File: src/rtl/pc_pkg.sv
// Shared definitions for the fetch-stage next-PC logic: redirect priority
// classes and default address constants.
package pc_pkg;

    typedef enum logic [2:0] {
        PRI_NONE = 3'd0,
        PRI_RET  = 3'd1,
        PRI_JMP  = 3'd2,
        PRI_BR   = 3'd3,
        PRI_EXC  = 3'd4
    } pri_e;

    localparam int unsigned PC_ADDR_W    = 32;
    localparam logic [31:0] PC_RESET_VEC = 32'h0000_0000;
    localparam logic [31:0] PC_EXC_VEC   = 32'h0000_0004;
    localparam logic [31:0] PC_INC       = 32'h0000_0001;
    localparam int unsigned PC_RAS_DEPTH = 4;

    // The pending register only ever holds a real request, so four classes fit in two bits.
    function automatic logic [1:0] pri_to_cls(input pri_e pri);
        logic [1:0] cls;
        case (pri)
            PRI_EXC: cls = 2'd3;
            PRI_BR:  cls = 2'd2;
            PRI_JMP: cls = 2'd1;
            default: cls = 2'd0;
        endcase
        return cls;
    endfunction

endpackage

File: src/rtl/pc_ras.sv
// Circular return-address stack: a push when full overwrites the oldest entry,
// and the count saturates at DEPTH.
module pc_ras
    import pc_pkg::*;
#(
    parameter int unsigned ADDR_W = PC_ADDR_W,
    parameter int unsigned DEPTH  = PC_RAS_DEPTH
) (
    input  logic              clk,
    input  logic              rst_n,
    input  logic              push,
    input  logic              pop,
    input  logic [ADDR_W-1:0] push_addr,
    output logic [ADDR_W-1:0] top_addr,
    output logic              empty
);

    localparam int unsigned PTR_W = $clog2(DEPTH);
    localparam int unsigned CNT_W = PTR_W + 1;

    logic [ADDR_W-1:0] mem_q [DEPTH];
    logic [ADDR_W-1:0] mem_d [DEPTH];
    logic [PTR_W-1:0]  ptr_q, ptr_d;
    logic [CNT_W-1:0]  cnt_q, cnt_d;

    // Stack update; push+pop on a non-empty stack swaps the top in place,
    // while push+pop on an empty stack behaves as a plain push.
    always_comb begin
        mem_d = mem_q;
        ptr_d = ptr_q;
        cnt_d = cnt_q;
        if (push && pop && (cnt_q != '0)) begin
            mem_d[ptr_q] = push_addr;
        end else if (push) begin
            ptr_d        = ptr_q + PTR_W'(1);
            mem_d[ptr_d] = push_addr;
            if (cnt_q != CNT_W'(DEPTH)) begin
                cnt_d = cnt_q + CNT_W'(1);
            end else begin
                cnt_d = cnt_q;
            end
        end else if (pop && (cnt_q != '0)) begin
            ptr_d = ptr_q - PTR_W'(1);
            cnt_d = cnt_q - CNT_W'(1);
        end else begin
            ptr_d = ptr_q;
        end
    end

    // Stack state registers.
    always_ff @(posedge clk or negedge rst_n) begin
        if (!rst_n) begin
            for (int i = 0; i < int'(DEPTH); i++) begin
                mem_q[i] <= '0;
            end
            ptr_q <= '0;
            cnt_q <= '0;
        end else begin
            mem_q <= mem_d;
            ptr_q <= ptr_d;
            cnt_q <= cnt_d;
        end
    end

    assign top_addr = mem_q[ptr_q];
    assign empty    = (cnt_q == '0);

endmodule

File: src/rtl/pc_next_unit.sv
// Fetch-stage PC register and next-PC selector with stall-time redirect capture.
// Define PC_NEXT_RAS_EN to build in the return-address stack (pc_ras).
module pc_next_unit
    import pc_pkg::*;
#(
    parameter int unsigned       ADDR_W    = PC_ADDR_W,
    parameter logic [ADDR_W-1:0] INC       = ADDR_W'(PC_INC),
    parameter logic [ADDR_W-1:0] RESET_VEC = ADDR_W'(PC_RESET_VEC),
    parameter logic [ADDR_W-1:0] EXC_VEC   = ADDR_W'(PC_EXC_VEC),
    parameter int unsigned       RAS_DEPTH = PC_RAS_DEPTH
) (
    input  logic              clk,
    input  logic              rst_n,
    input  logic              stall,
    input  logic              exc_valid,
    input  logic              br_taken,
    input  logic [ADDR_W-1:0] br_target,
    input  logic              jmp_valid,
    input  logic [ADDR_W-1:0] jmp_target,
    input  logic              call_valid,
    input  logic [ADDR_W-1:0] call_ret_addr,
    input  logic              ret_valid,
    input  logic [ADDR_W-1:0] ret_target,
    output logic [ADDR_W-1:0] pc,
    output logic [ADDR_W-1:0] pc_plus,
    output logic              flush,
    output logic              ras_empty
);

    logic [ADDR_W-1:0] pc_q, pc_d;
    logic              flush_q, flush_d;
    logic              pend_v_q, pend_v_d;
    logic [1:0]        pend_cls_q, pend_cls_d;
    logic [ADDR_W-1:0] pend_tgt_q, pend_tgt_d;

    pri_e              new_pri_s;
    logic [ADDR_W-1:0] new_tgt_s;
    logic [1:0]        new_cls_s;
    logic              new_req_s;
    logic [ADDR_W-1:0] pc_plus_s;
    logic [ADDR_W-1:0] ret_tgt_s;
    logic              ras_empty_s;

    assign pc_plus_s = pc_q + INC;

`ifdef PC_NEXT_RAS_EN
    logic [ADDR_W-1:0] ras_top_s;

    pc_ras #(
        .ADDR_W (ADDR_W),
        .DEPTH  (RAS_DEPTH)
    ) u_ras (
        .clk       (clk),
        .rst_n     (rst_n),
        .push      (call_valid & ~stall),
        .pop       (ret_valid & ~stall),
        .push_addr (call_ret_addr),
        .top_addr  (ras_top_s),
        .empty     (ras_empty_s)
    );

    assign ret_tgt_s = ras_empty_s ? ret_target : ras_top_s;
`else
    logic unused_cfg_s;

    assign unused_cfg_s = ^{call_valid, call_ret_addr, 32'(RAS_DEPTH)};
    assign ras_empty_s  = 1'b1;
    assign ret_tgt_s    = ret_target;
`endif

    // Highest-priority request this cycle; returns only count while fetch runs.
    always_comb begin
        new_pri_s = PRI_NONE;
        new_tgt_s = pc_plus_s;
        if (exc_valid) begin
            new_pri_s = PRI_EXC;
            new_tgt_s = EXC_VEC;
        end else if (br_taken) begin
            new_pri_s = PRI_BR;
            new_tgt_s = br_target;
        end else if (jmp_valid) begin
            new_pri_s = PRI_JMP;
            new_tgt_s = jmp_target;
        end else if (ret_valid && !stall) begin
            new_pri_s = PRI_RET;
            new_tgt_s = ret_tgt_s;
        end else begin
            new_pri_s = PRI_NONE;
            new_tgt_s = pc_plus_s;
        end
        new_cls_s = pri_to_cls(new_pri_s);
        new_req_s = (new_pri_s != PRI_NONE);
    end

    // Next PC, flush and pending-redirect bookkeeping.
    always_comb begin
        pc_d       = pc_q;
        flush_d    = 1'b0;
        pend_v_d   = pend_v_q;
        pend_cls_d = pend_cls_q;
        pend_tgt_d = pend_tgt_q;
        if (stall) begin
            if (new_req_s && (!pend_v_q || (new_cls_s >= pend_cls_q))) begin
                pend_v_d   = 1'b1;
                pend_cls_d = new_cls_s;
                pend_tgt_d = new_tgt_s;
            end else begin
                pend_v_d = pend_v_q;
            end
        end else begin
            pend_v_d = 1'b0;
            if (pend_v_q && (!new_req_s || (pend_cls_q > new_cls_s))) begin
                pc_d    = pend_tgt_q;
                flush_d = 1'b1;
            end else if (new_req_s) begin
                pc_d    = new_tgt_s;
                flush_d = 1'b1;
            end else begin
                pc_d = pc_plus_s;
            end
        end
    end

    // PC, flush and pending registers.
    always_ff @(posedge clk or negedge rst_n) begin
        if (!rst_n) begin
            pc_q       <= RESET_VEC;
            flush_q    <= 1'b0;
            pend_v_q   <= 1'b0;
            pend_cls_q <= 2'd0;
            pend_tgt_q <= '0;
        end else begin
            pc_q       <= pc_d;
            flush_q    <= flush_d;
            pend_v_q   <= pend_v_d;
            pend_cls_q <= pend_cls_d;
            pend_tgt_q <= pend_tgt_d;
        end
    end

    assign pc        = pc_q;
    assign pc_plus   = pc_plus_s;
    assign flush     = flush_q;
    assign ras_empty = ras_empty_s;

endmodule

File: config.mk
export PLATFORM = sky130hd
export DESIGN_NAME = pc_next_unit
export DESIGN_NICKNAME = d
export VERILOG_FILES = /design/src/rtl/pc_pkg.sv /design/src/rtl/pc_ras.sv /design/src/rtl/pc_next_unit.sv
export SDC_FILE = /design/constraint.sdc
export NUM_CORES = 1
export LEC_CHECK = 0
export ABC_AREA = 1
export CORE_ASPECT_RATIO = 0.75
export CORE_UTILIZATION = 48
export DETAILED_ROUTE_END_ITERATION = 7
export GPL_TIMING_DRIVEN = 0
export HOLD_SLACK_MARGIN = 0.03
export PLACE_DENSITY_LB_ADDON = 0.15
export SETUP_SLACK_MARGIN = 0.15
export SLEW_MARGIN = 20
export SYNTH_ARGS = -nofsm -noshare
export SYNTH_HDL_FRONTEND = slang
export SYNTH_SLANG_ARGS = --single-unit
File: constraint.sdc
create_clock -name clk -period 3.4 [get_ports clk]
set_input_delay 1.02 -clock clk [delete_from_list [all_inputs] [get_ports clk]]
set_output_delay 1.02 -clock clk [all_outputs]
set_load 0.03 [all_outputs]
==> impl_table.tex <==
\begin{tabular}{lr}
\hline
Metric & Value \\
\hline
\multicolumn{2}{l}{\textbf{Worst setup path}} \\
\quad End point of the critical path & pc\_plus[10] \\
\quad Critical Path Sink Type & output pin \\
\quad Worst Setup SP & pc[1] \\
\quad RR Endpoint & pc[18] \\
\quad Setup slack of the most critical reg-to-reg path & 1.23 ns \\
\quad Launch instance of the worst register-to-register path & pc[1] \\
\quad Data required time of the worst path & 2.38 ns \\
\quad CP Data Arrival Time & 2.18 ns \\
\quad Crit path launch type & register \\
\quad Critical setup path kind & register to output pin \\
\quad Peak fanout along the critical path & 4 \\
\quad Register-to-Register Path Depth & 15 \\
\multicolumn{2}{l}{\textbf{Routing}} \\
\quad Iteration-0 DRC Markers & 745 \\
\quad Ratio of routed vias to standard cells & 5.628 \\
\quad Total detailed-routing wirelength & 20.60 mm \\
\quad First-pass iteration count of the detailed router & 6 \\
\quad Final routed wire length divided by cell count & 18.61 um \\
\quad Vias post-DR & 6230 \\
\quad DRT antenna net count & 0 \\
\quad Remaining design rule violation count & 0 \\
\multicolumn{2}{l}{\textbf{Final layout}} \\
\quad Area of the multi-input gates & 2919 um\^{}2 \\
\quad Cell Count, Final, Fillers Out & 1107 \\
\quad Layout cells sized above 1 & 12.41\% \\
\quad Antenna diode count & 0 \\
\quad Net count, final & 1109 \\
\quad Sequential standard cell area & 1710 um\^{}2 \\
\quad Syn-to-layout area delta & 44.13\% \\
\quad Total of fill cells in the finished design & 822 \\
\multicolumn{2}{l}{\textbf{GRT}} \\
\quad Global-route usage over all layers & 38.10\% \\
\quad Grt met1 use & 51.99\% \\
\quad Wire length of the first global-routing pass & 30.93 mm \\
\quad Global-route met2 utilization & 57.38\% \\
\quad Met3 demand-to-capacity share in global routing & 11.43\% \\
\quad Total congestion overflow after global routing & 0 \\
\quad Layer with the highest usage after global routing & met2 \\
\quad Number of global-route vias before repair & 5796 \\
\quad Initial antenna violation count & 0 \\
\quad Maximum number of pins on one net before global-route repair & 45 \\
\multicolumn{2}{l}{\textbf{Yosys}} \\
\quad Sequential-to-total area share from yosys stat & 33.81\% \\
\quad Commonest cells in the synthesized netlist & sky130\_fd\_sc\_hd\_\_nand2\_1, sky130\_fd\_sc\_hd\_\_nor2\_1, sky130\_fd\_sc\_hd\_\_dfrtp\_1, sky130\_fd\_sc\_hd\_\_inv\_1, sky130\_fd\_sc\_hd\_\_nand3\_1 \\
\quad Share of flip-flops with an asynchronous set or reset & 100.0\% \\
\quad Number of enable-type register cells in the synthesized netlist & 0 \\
\quad FF+latch count, synth & 68 \\
\quad Cell with the most instances after synthesis & sky130\_fd\_sc\_hd\_\_nand2\_1 \\
\quad Post-Syn Area per Cell & 6.443 um\^{}2 \\
\quad Syn\_nets & 920 \\
\quad Cell area after synthesis & 5032 um\^{}2 \\
\quad Ys flop type & sky130\_fd\_sc\_hd\_\_dfrtp\_1 \\
\quad Number of standard cells after synthesis & 781 \\
\quad Unique cell type count in the Yosys netlist & 36 \\
\quad Post-synth top area share & 33.81\% \\
\quad Synth area leader & sky130\_fd\_sc\_hd\_\_dfrtp\_1 \\
\quad YS warnings & 0 \\
\quad Top post-synthesis cells by area & sky130\_fd\_sc\_hd\_\_dfrtp\_1, sky130\_fd\_sc\_hd\_\_nand2\_1, sky130\_fd\_sc\_hd\_\_nor2\_1, sky130\_fd\_sc\_hd\_\_nand3\_1, sky130\_fd\_sc\_hd\_\_inv\_1 \\
\multicolumn{2}{l}{\textbf{CTS}} \\
\quad Hold-fix buffer count after cts & 0 \\
\quad H-tree level count & 3 \\
\quad TritonCTS clock tree & built \\
\quad Clock transition at the register clock pins on the worst setup and hold paths after CTS & 0.06 ns \\
\quad CTS buffer count & 9 \\
\quad Maximum clock path buffer count & 2 \\
\quad Clock net sink count & 68 \\
\quad Clock latency at the later pin of the worst-skew pair & 0.34 ns \\
\quad Library cell used as clock root buffer & sky130\_fd\_sc\_hd\_\_clkbuf\_16 \\
\multicolumn{2}{l}{\textbf{Floorplanning}} \\
\quad Number of standard-cell rows in the floorplan & 31 \\
\quad Core Footprint & 9930 um\^{}2 \\
\quad Number of I/O pins & 202 \\
\quad Area of the die & 10900 um\^{}2 \\
\quad Horizontal die dimension & 120.2 um \\
\quad Starting utilization of the core area & 50.68\% \\
\quad Die H & 90.68 um \\
\multicolumn{2}{l}{\textbf{Run status}} \\
\quad Run status & finished clean \\
\multicolumn{2}{l}{\textbf{Timing}} \\
\quad Worst slew margin relative to its limit & 41.52\% \\
\quad RSZ-0062 raised after global routing & yes \\
\quad Count of final hold-check violations & 0 \\
\quad Worst Max-Slew Pin Slew & 0.8772 ns \\
\quad F\_max & 0.3123 GHz \\
\quad Final setup violation count & 0 \\
\quad Ratio of final minimum period to clock period & 94.17\% \\
\quad Clock tree skew after final layout & 0.007026 ns \\
\quad Final number of max-transition violations & 0 \\
\quad Minimum period implied by the final worst setup slack & 3.202 ns \\
\multicolumn{2}{l}{\textbf{Power and ir drop}} \\
\quad Overall power after layout & 3.706 mW \\
\quad Maximum resistive drop on vdd & 0.3380 mV \\
\quad Leakage power of the design & 3.459 nW \\
\quad Areal power density over the cells & 511.0 nW/um\^{}2 \\
\multicolumn{2}{l}{\textbf{Placement}} \\
\quad IO Port Bufs & 165 \\
\quad Dpl cells & 1079 \\
\quad Detailed Place HPWL & 15.45 mm \\
\quad Final weighted congestion in routability-driven placement & 0.9949 \\
\multicolumn{2}{l}{\textbf{Job}} \\
\quad Max-cap violation count & 0 \\
\multicolumn{2}{l}{\textbf{Worst hold path}} \\
\quad Type of the most critical hold path & register to register \\
\hline
\end{tabular}
worst min-delay path by stage:
| stage | cells past startpoint | slack (ns) | from | end |
|---|---|---|---|---|
| after floorplan | 2 | 0.44 | pend_tgt_q[3] | pend_tgt_q[3] |
| after global placement | 2 | 0.46 | pend_tgt_q[3] | pend_tgt_q[3] |
| after detailed placement | 2 | 0.46 | pend_tgt_q[3] | pend_tgt_q[3] |
| after CTS | 2 | 0.48 | pend_tgt_q[3] | pend_tgt_q[3] |
| after global routing | 2 | 0.49 | pend_tgt_q[11] | pend_tgt_q[11] |
| final | 2 | 0.49 | pend_tgt_q[3] | pend_tgt_q[3] |
cell type report:
type	count	share of cell area, %
multi-input combinational	616	40.24
timing repair buffer	178	23.84
sequential	68	23.58
clock buffer	10	3.157
inverter	59	3.053
buffer	38	2.950
tap	132	2.277
clock inverter	6	0.8970
what timing repair did:
item,4_1_cts,5_1_grt
gates resized for setup,52,31
endpoints found under the setup margin,90,83
setup buffers,5,7
pin swaps,1,5
metal layers:
layer  up-vias  part of all wire, %
met2       414                   44
li1       2860                    -
met3        42                   13
met1      2914                   41
met5         -                    0
met4         0                  2.2
critical path, cell delays in order (launching register included):
cell and delay [ns]:
sky130_fd_sc_hd__dfrtp_2 0.43, sky130_fd_sc_hd__ha_2 0.21, sky130_fd_sc_hd__nand2_1 0.10, sky130_fd_sc_hd__nor2_4 0.22
sky130_fd_sc_hd__nand3b_1 0.19, sky130_fd_sc_hd__xor2_1 0.27, sky130_fd_sc_hd__clkdlybuf4s15_1 0.41
where the power goes:
part | switching (mW) | internal, mW | leakage (nW)
combinational | 0.976 | 0.618 | 2.47
clock | 0.377 | 0.568 | 0.142
sequential | 0.197 | 0.970 | 0.845
stage by stage:
step	hold slack, ns	cell area, um^2	util, %	setup TNS (ns)	worst slack, ns
2_1_floorplan	0.4438	5032	-	0	0.4893
3_3_place_gp	0.4593	6849	68.98	-92.17	-1.068
3_5_place_dp	0.4646	6874	69.23	-22.41	-0.4198
4_1_cts	0.4813	7207	72.58	0	0.07120
5_1_grt	0.4898	7253	73.05	0	0.1398
6_report	0.4853	7253	73.05	0	0.1981
layout by cell type (no fill, tap or decap), types with 11 or more instances in the layout:
| cell | count |
|---|---|
| sky130_fd_sc_hd__inv_1 | 52 |
| sky130_fd_sc_hd__o21ai_0 | 27 |
| sky130_fd_sc_hd__nand3_1 | 47 |
| sky130_fd_sc_hd__dfrtp_1 | 61 |
| sky130_fd_sc_hd__o22ai_1 | 11 |
| sky130_fd_sc_hd__buf_4 | 17 |
| sky130_fd_sc_hd__o21ai_1 | 16 |
| sky130_fd_sc_hd__clkdlybuf4s50_1 | 137 |
| sky130_fd_sc_hd__o22a_1 | 15 |
| sky130_fd_sc_hd__a21oi_1 | 28 |
| sky130_fd_sc_hd__buf_2 | 22 |
| sky130_fd_sc_hd__nand2_1 | 273 |
| sky130_fd_sc_hd__dlygate4sd2_1 | 12 |
| sky130_fd_sc_hd__nor2_1 | 128 |
cell families (layout without fill, tap and decap cells):
logic type | count (synthesis) | after routing | synth area share, %
AND/OR/NAND/NOR | 483 | 483 | 39.88
AO/OA/AOI/OAI | 116 | 116 | 14.15
buffers and inverters | 97 | 291 | 8.478
flip-flops | 68 | 68 | 33.81
XOR/XNOR | 13 | 13 | 2.859
adder cells (fa/ha/maj) | 3 | 3 | 0.7460
other | 1 | 1 | 0.07452
flip-flops by register name (all words and copies together), names as in the netlist:
| register | flops |
|---|---|
| pc | 32 |
| pend_tgt_q | 32 |
| pend_cls_q | 2 |
| flush | 1 |
| pend_v_q | 1 |
Note: power is estimated with default switching activity, not from simulation.
